`src/rtl/fp_mul_pkg.sv`:
```
// rtl/fp_mul_pkg.sv - FP32 field widths, special constants and flag layout for the multiplier result stage
package fp_mul_pkg;

    localparam int FP_W   = 32;
    localparam int EXP_W  = 8;
    localparam int MAN_W  = 23;

    localparam logic [EXP_W-1:0] EXP_MAX = 8'hFF;
    localparam logic [FP_W-1:0]  QNAN    = 32'h7FC00000;

    // Flag vector layout: {ovf, unf, nan, inf, zero}
    localparam int F_ZERO = 0;
    localparam int F_INF  = 1;
    localparam int F_NAN  = 2;
    localparam int F_UNF  = 3;
    localparam int F_OVF  = 4;
    localparam int FLAG_W = 5;

    typedef logic [FLAG_W-1:0] flags_t;

endpackage

```
`src/rtl/fp32_classify.sv`:
```
// rtl/fp32_classify.sv - combinational FP32 classifier and special-value canonicaliser
module fp32_classify
    import fp_mul_pkg::*;
(
    input  logic [FP_W-1:0] value,
    output logic [FP_W-1:0] canon,
    output logic            is_nan,
    output logic            is_inf,
    output logic            is_zero,
    output logic            is_sub
);

    logic [EXP_W-1:0] exp_f;
    logic [MAN_W-1:0] man_f;

    assign exp_f = value[FP_W-2:MAN_W];
    assign man_f = value[MAN_W-1:0];

    // NaNs collapse to one positive quiet NaN; subnormals flush to a zero that keeps the sign.
    always_comb begin
        is_nan  = (exp_f == EXP_MAX) && (man_f != '0);
        is_inf  = (exp_f == EXP_MAX) && (man_f == '0);
        is_sub  = (exp_f == '0) && (man_f != '0);
        canon   = value;
        if (is_nan) begin
            canon = QNAN;
        end else if (is_sub) begin
            canon = {value[FP_W-1], {(FP_W-1){1'b0}}};
        end
        is_zero = (canon[FP_W-2:0] == '0);
    end

endmodule

```
`src/rtl/fp_mul_result_stage.sv`:
```
// rtl/fp_mul_result_stage.sv - registered FIFO output stage for the FP32 multiplier; FP_RES_STATS_EN adds exception counters
module fp_mul_result_stage
    import fp_mul_pkg::*;
#(
    parameter int DEPTH = 4
`ifdef FP_RES_STATS_EN
    ,
    parameter int CNT_W = 16
`endif
) (
    input  logic                       clk,
    input  logic                       rst_n,
    input  logic                       in_valid,
    output logic                       in_ready,
    input  logic [FP_W-1:0]            in_result,
    input  logic                       in_overflow,
    input  logic                       in_underflow,
    output logic                       out_valid,
    input  logic                       out_ready,
    output logic [FP_W-1:0]            out_result,
    output logic [FLAG_W-1:0]          out_flags,
    output logic [FLAG_W-1:0]          sticky_flags,
    input  logic                       sticky_clr,
`ifdef FP_RES_STATS_EN
    output logic [CNT_W-1:0]           ovf_cnt,
    output logic [CNT_W-1:0]           unf_cnt,
    output logic [CNT_W-1:0]           nan_cnt,
`endif
    output logic [$clog2(DEPTH+1)-1:0] count
);

    localparam int PTR_W = $clog2(DEPTH);
    localparam int OCC_W = $clog2(DEPTH+1);

    logic [FP_W-1:0]  mem_result [DEPTH];
    flags_t           mem_flags  [DEPTH];
    logic [PTR_W-1:0] wr_ptr;
    logic [PTR_W-1:0] rd_ptr;

    logic             full;
    logic             empty;
    logic             push;
    logic             pop;

    logic [FP_W-1:0]  c_result;
    logic             c_nan;
    logic             c_inf;
    logic             c_zero;
    logic             c_sub;
    flags_t           in_flags;

    fp32_classify u_classify (
        .value   (in_result),
        .canon   (c_result),
        .is_nan  (c_nan),
        .is_inf  (c_inf),
        .is_zero (c_zero),
        .is_sub  (c_sub)
    );

    assign full      = (count == OCC_W'(DEPTH));
    assign empty     = (count == '0);
    assign in_ready  = !full;
    assign out_valid = !empty;
    assign push      = in_valid && in_ready;
    assign pop       = out_valid && out_ready;

    // Head entry is read straight from storage; forced to zero while nothing is buffered.
    assign out_result = empty ? '0 : mem_result[rd_ptr];
    assign out_flags  = empty ? '0 : mem_flags[rd_ptr];

    // Assemble the entry flags; a flushed subnormal always reports underflow.
    always_comb begin
        in_flags         = '0;
        in_flags[F_ZERO] = c_zero;
        in_flags[F_INF]  = c_inf;
        in_flags[F_NAN]  = c_nan;
        in_flags[F_UNF]  = in_underflow | c_sub;
        in_flags[F_OVF]  = in_overflow;
    end

    // Storage write; contents need no reset because reads are gated by occupancy.
    always_ff @(posedge clk) begin
        if (push) begin
            mem_result[wr_ptr] <= c_result;
            mem_flags[wr_ptr]  <= in_flags;
        end
    end

    // Pointers, occupancy and sticky exception flags.
    always_ff @(posedge clk) begin
        if (!rst_n) begin
            wr_ptr       <= '0;
            rd_ptr       <= '0;
            count        <= '0;
            sticky_flags <= '0;
        end else begin
            if (push) wr_ptr <= wr_ptr + PTR_W'(1);
            if (pop)  rd_ptr <= rd_ptr + PTR_W'(1);
            case ({push, pop})
                2'b10:   count <= count + OCC_W'(1);
                2'b01:   count <= count - OCC_W'(1);
                default: count <= count;
            endcase
            sticky_flags <= (sticky_clr ? '0 : sticky_flags) | (push ? in_flags : '0);
        end
    end

`ifdef FP_RES_STATS_EN
    function automatic logic [CNT_W-1:0] sat_inc(input logic [CNT_W-1:0] base, input logic hit);
        return (hit && (base != '1)) ? base + CNT_W'(1) : base;
    endfunction

    // Saturating per-flag counters; a clear and a counted push in one cycle leave the count at 1.
    always_ff @(posedge clk) begin
        if (!rst_n) begin
            ovf_cnt <= '0;
            unf_cnt <= '0;
            nan_cnt <= '0;
        end else begin
            ovf_cnt <= sat_inc(sticky_clr ? {CNT_W{1'b0}} : ovf_cnt, push && in_flags[F_OVF]);
            unf_cnt <= sat_inc(sticky_clr ? {CNT_W{1'b0}} : unf_cnt, push && in_flags[F_UNF]);
            nan_cnt <= sat_inc(sticky_clr ? {CNT_W{1'b0}} : nan_cnt, push && in_flags[F_NAN]);
        end
    end
`endif

endmodule

```
`config.mk`:
```
export PLATFORM = sky130hd
export DESIGN_NAME = fp_mul_result_stage
export DESIGN_NICKNAME = d
export VERILOG_FILES = /design/src/rtl/fp_mul_pkg.sv /design/src/rtl/fp32_classify.sv /design/src/rtl/fp_mul_result_stage.sv
export SDC_FILE = /design/constraint.sdc
export NUM_CORES = 1
export LEC_CHECK = 0
export BUFFER_PORTS_ARGS = -buffer_cell sky130_fd_sc_hd__buf_2
export CAP_MARGIN = 20
export CELL_PAD_IN_SITES_DETAIL_PLACEMENT = 1
export CELL_PAD_IN_SITES_GLOBAL_PLACEMENT = 1
export CORE_ASPECT_RATIO = 1.5
export CORE_MARGIN = 2
export CORE_UTILIZATION = 45
export CTS_CLUSTER_DIAMETER = 120
export DETAILED_ROUTE_END_ITERATION = 8
export GPL_TIMING_DRIVEN = 0
export PLACE_DENSITY = 0.79
export SYNTH_ARGS = -nofsm -noshare
export SYNTH_HDL_FRONTEND = slang
export SYNTH_SLANG_ARGS = --single-unit
```
`constraint.sdc`:
```
create_clock -name clk -period 3.15 [get_ports clk]
set_clock_uncertainty 0.15 [all_clocks]
set_input_delay 0.315 -clock clk [delete_from_list [all_inputs] [get_ports clk]]
set_output_delay 0.315 -clock clk [all_outputs]
set_load 0.005 [all_outputs]
```
==> reports/summary.txt <==
Int Pwr: 0.00465 W
Top post-synthesis cells by area: edfxtp_1 67%, mux4_2 13%, and2_1 4.8%
CP Cell Sequence: clkbuf_2 -> buf_1 -> mux4_2 -> and2_1 -> buf_2
Initial DRC count: 156
Syn Inst Count: 359
Fin nets: 514
FP Rows: 54
Cell taking the most area after synthesis: edfxtp_1
Layout cells sized above 1: 0.388
Distinct cells, synth: 41
CP Data Required Time: 2.68 ns
Die area: 15,700 um^2
Critical hold path startpoint: rst_n
Syn Nets: 404
Vias in the first global route: 3,951
Cts repair resizes: 0
Clock Tree Buf Depth: 2
Clock sinks: 162
Vias/cell: 5.25
Vias: 3,557
Hold Path Depth: 2
Fmax: 358 MHz
Tightest Hold Check Type: in -> reg
Worst-Margin Slew: 0.699 ns
NetSw: 0.00181 W
Starting Density: 0.458
DRC: 0
Num ports: 86
Fill cells: 1,418
Initial antenna violation count: 1
Clock power frac: 0.314
Most frequent cells in the layout: 148 x edfxtp_1, 89 x buf_2, 51 x and2_1, 37 x mux4_2, 17 x clkbuf_16
R2R Path End: count[2]
Critical Path AT: 2.33 ns
CP peak stage delay: 0.58 ns
Final wirelength: 14.5 mm
Slowest CP cell: buf_1
Post-CTS Setup Bufs: 0
Clk slew on worst S/H paths: 0.06 ns
Critical path fanouts, max: 10
Htree depth: 4
CP startpoint kind: flop
Largest net degree at the start of global routing: 30
R2R Setup Slk: 0.40 ns
Flop pwr share: 0.414
Worst R2R Start: count[2]
Period Utilization, post-route: 0.886
Final Hold Viols: 0
Remaining global-route overflow: 0
Sw frac: 0.280
Top delay family on crit path: buffers and inverters
Worst reg2reg path depth: 10
Routability cong.: 0.721
Critical path endpoint category: primary output
Pwr per Cell Area: 809 nW/um^2
Core Box Area: 14,500 um^2
Synth warn: 0
N_diodes: 0
Clock Latency Late Sink: 0.42 ns
Logic pwr share: 0.272
Bufs and invs on worst path: 3
Port bufs: 85
Hold buffer count at cts: 2
Critical path class: reg -> out
RSZ-0062 raised after global routing: false
Register area share after synthesis: 0.714
Max-slew headroom: 0.534
Pleak: 2.81 nW
Peak supply drop: 429 uV
Min Hold Slack: 0.0696 ns
Area Growth Syn to Fin: 20.7%
Post-route setup TNS: 0 ns
Fin. max-slew vios: 0
Max Cap Viol: 0
Mapped Area: 6620 um^2
CTS tree: yes
Chip Width: 103 um
Top FF cell, synth: edfxtp_1
DPL Wire Length: 9.64 mm
Average cell area after synthesis: 18.4 um^2
Die H: 152 um
1st-pass router iterations: 4
Total clock buffers created by CTS: 17
Clock root buffer: clkbuf_16
Yosys reg bits: 162
First-pass GRT wire length: 22.6 mm
Outcome: finished clean
Final setup fails: 0
Fin util: 0.552
Hold EP: count[2]
Yosys top cell area share: 0.672
Async S/R FF share, synth: 0
GRT Total Usage: 0.200
Minimum clock period: 2.79 ns
DRT antenna net count: 0
Wirelength per Cell: 21.3 um
Post-synth EDFFs: 148
Commonest non-fill, non-tap cell in the layout: edfxtp_1
==> cell type report <==
class                      count  area [um^2]  share of cell area
buffer                        23          110              0.0138
clock buffer                  17          425              0.0533
tap                          196          245              0.0307
sequential                   162         4720               0.592
clock inverter                15          158              0.0198
multi-input combinational    167         1760               0.220
inverter                       7         26.3             0.00329
timing repair buffer          91          533              0.0668
==> logic make-up after synthesis <==
family | count (synthesis) | share of synthesized area
DFF | 162 | 0.714
and+or+nand+nor | 105 | 0.106
muxes | 38 | 0.127
buffers and inverters | 30 | 0.0206
AOI/OAI and AO/OA | 13 | 0.0131
adders and majority gates | 6 | 0.0125
xor gates and xnor gates | 5 | 0.00662
==> power by group through the flow <==
stage / logic [W] / registers (W) / clock network, W
floorplan: 0.00108 / 0.00270 / 0
global placement: 0.00173 / 0.00271 / 0
detailed placement: 0.00180 / 0.00272 / 0
CTS: 0.00181 / 0.00268 / 0.00205
global route: 0.00194 / 0.00270 / 0.00212
finish: 0.00175 / 0.00268 / 0.00203
==> cell usage after synthesis, drive strengths merged (2+ instances only) <==
master / n
mux4: 37
nand4: 3
or4: 2
ha: 5
buf: 9
dfxtp: 14
a21oi: 2
a21boi: 2
nor2: 4
inv: 7
o21ai: 5
xnor2: 4
or3: 2
nand3b: 2
nor4: 5
and3: 4
nor3: 3
nand3: 3
nor2b: 7
edfxtp: 148
and2: 65
clkbuf: 13
nand2: 2
==> flip-flops by register name, indices dropped and copies added (netlist names), named ones only <==
name          count
count             3
sticky_flags      5
mem_flags        20
rd_ptr            2
mem_result      128
wr_ptr            2
==> per-stage QoR <==
step           total power [W]  setup WS [ns]  area, um^2  std cells
6_report               0.00646          0.360        7980        678
5_1_grt                0.00676          0.217        7980        678
4_1_cts                0.00654          0.325        7980        678
3_5_place_dp           0.00452          0.416        7380        644
3_3_place_gp           0.00444          0.292        7290        640
2_1_floorplan          0.00378          0.614        6620        359
==> per-layer routing <==
metal / wire, um / global-route usage / up-vias
met5: 5 / 0 / -
met4: 375 / 0.0783 / 2
met3: 512 / 0.0445 / 24
met2: 8010 / 0.350 / 94
met1: 5570 / 0.234 / 1833
li1: - / - / 1604
==> how the worst max path moves through the flow <==
| stage | to | slack (ns) | depth (start not counted) |
|---|---|---|---|
| 3_3_place_gp | mem_result[3][16] | 0.29 | 2 |
| 2_1_floorplan | count[2] | 0.61 | 10 |
| 6_report | out_flags[0] | 0.36 | 5 |
| 5_1_grt | count[2] | 0.22 | 10 |
| 3_5_place_dp | count[2] | 0.42 | 10 |
| 4_1_cts | out_flags[0] | 0.33 | 5 |
No activity file was read; power rests on OpenSTA's default activity.
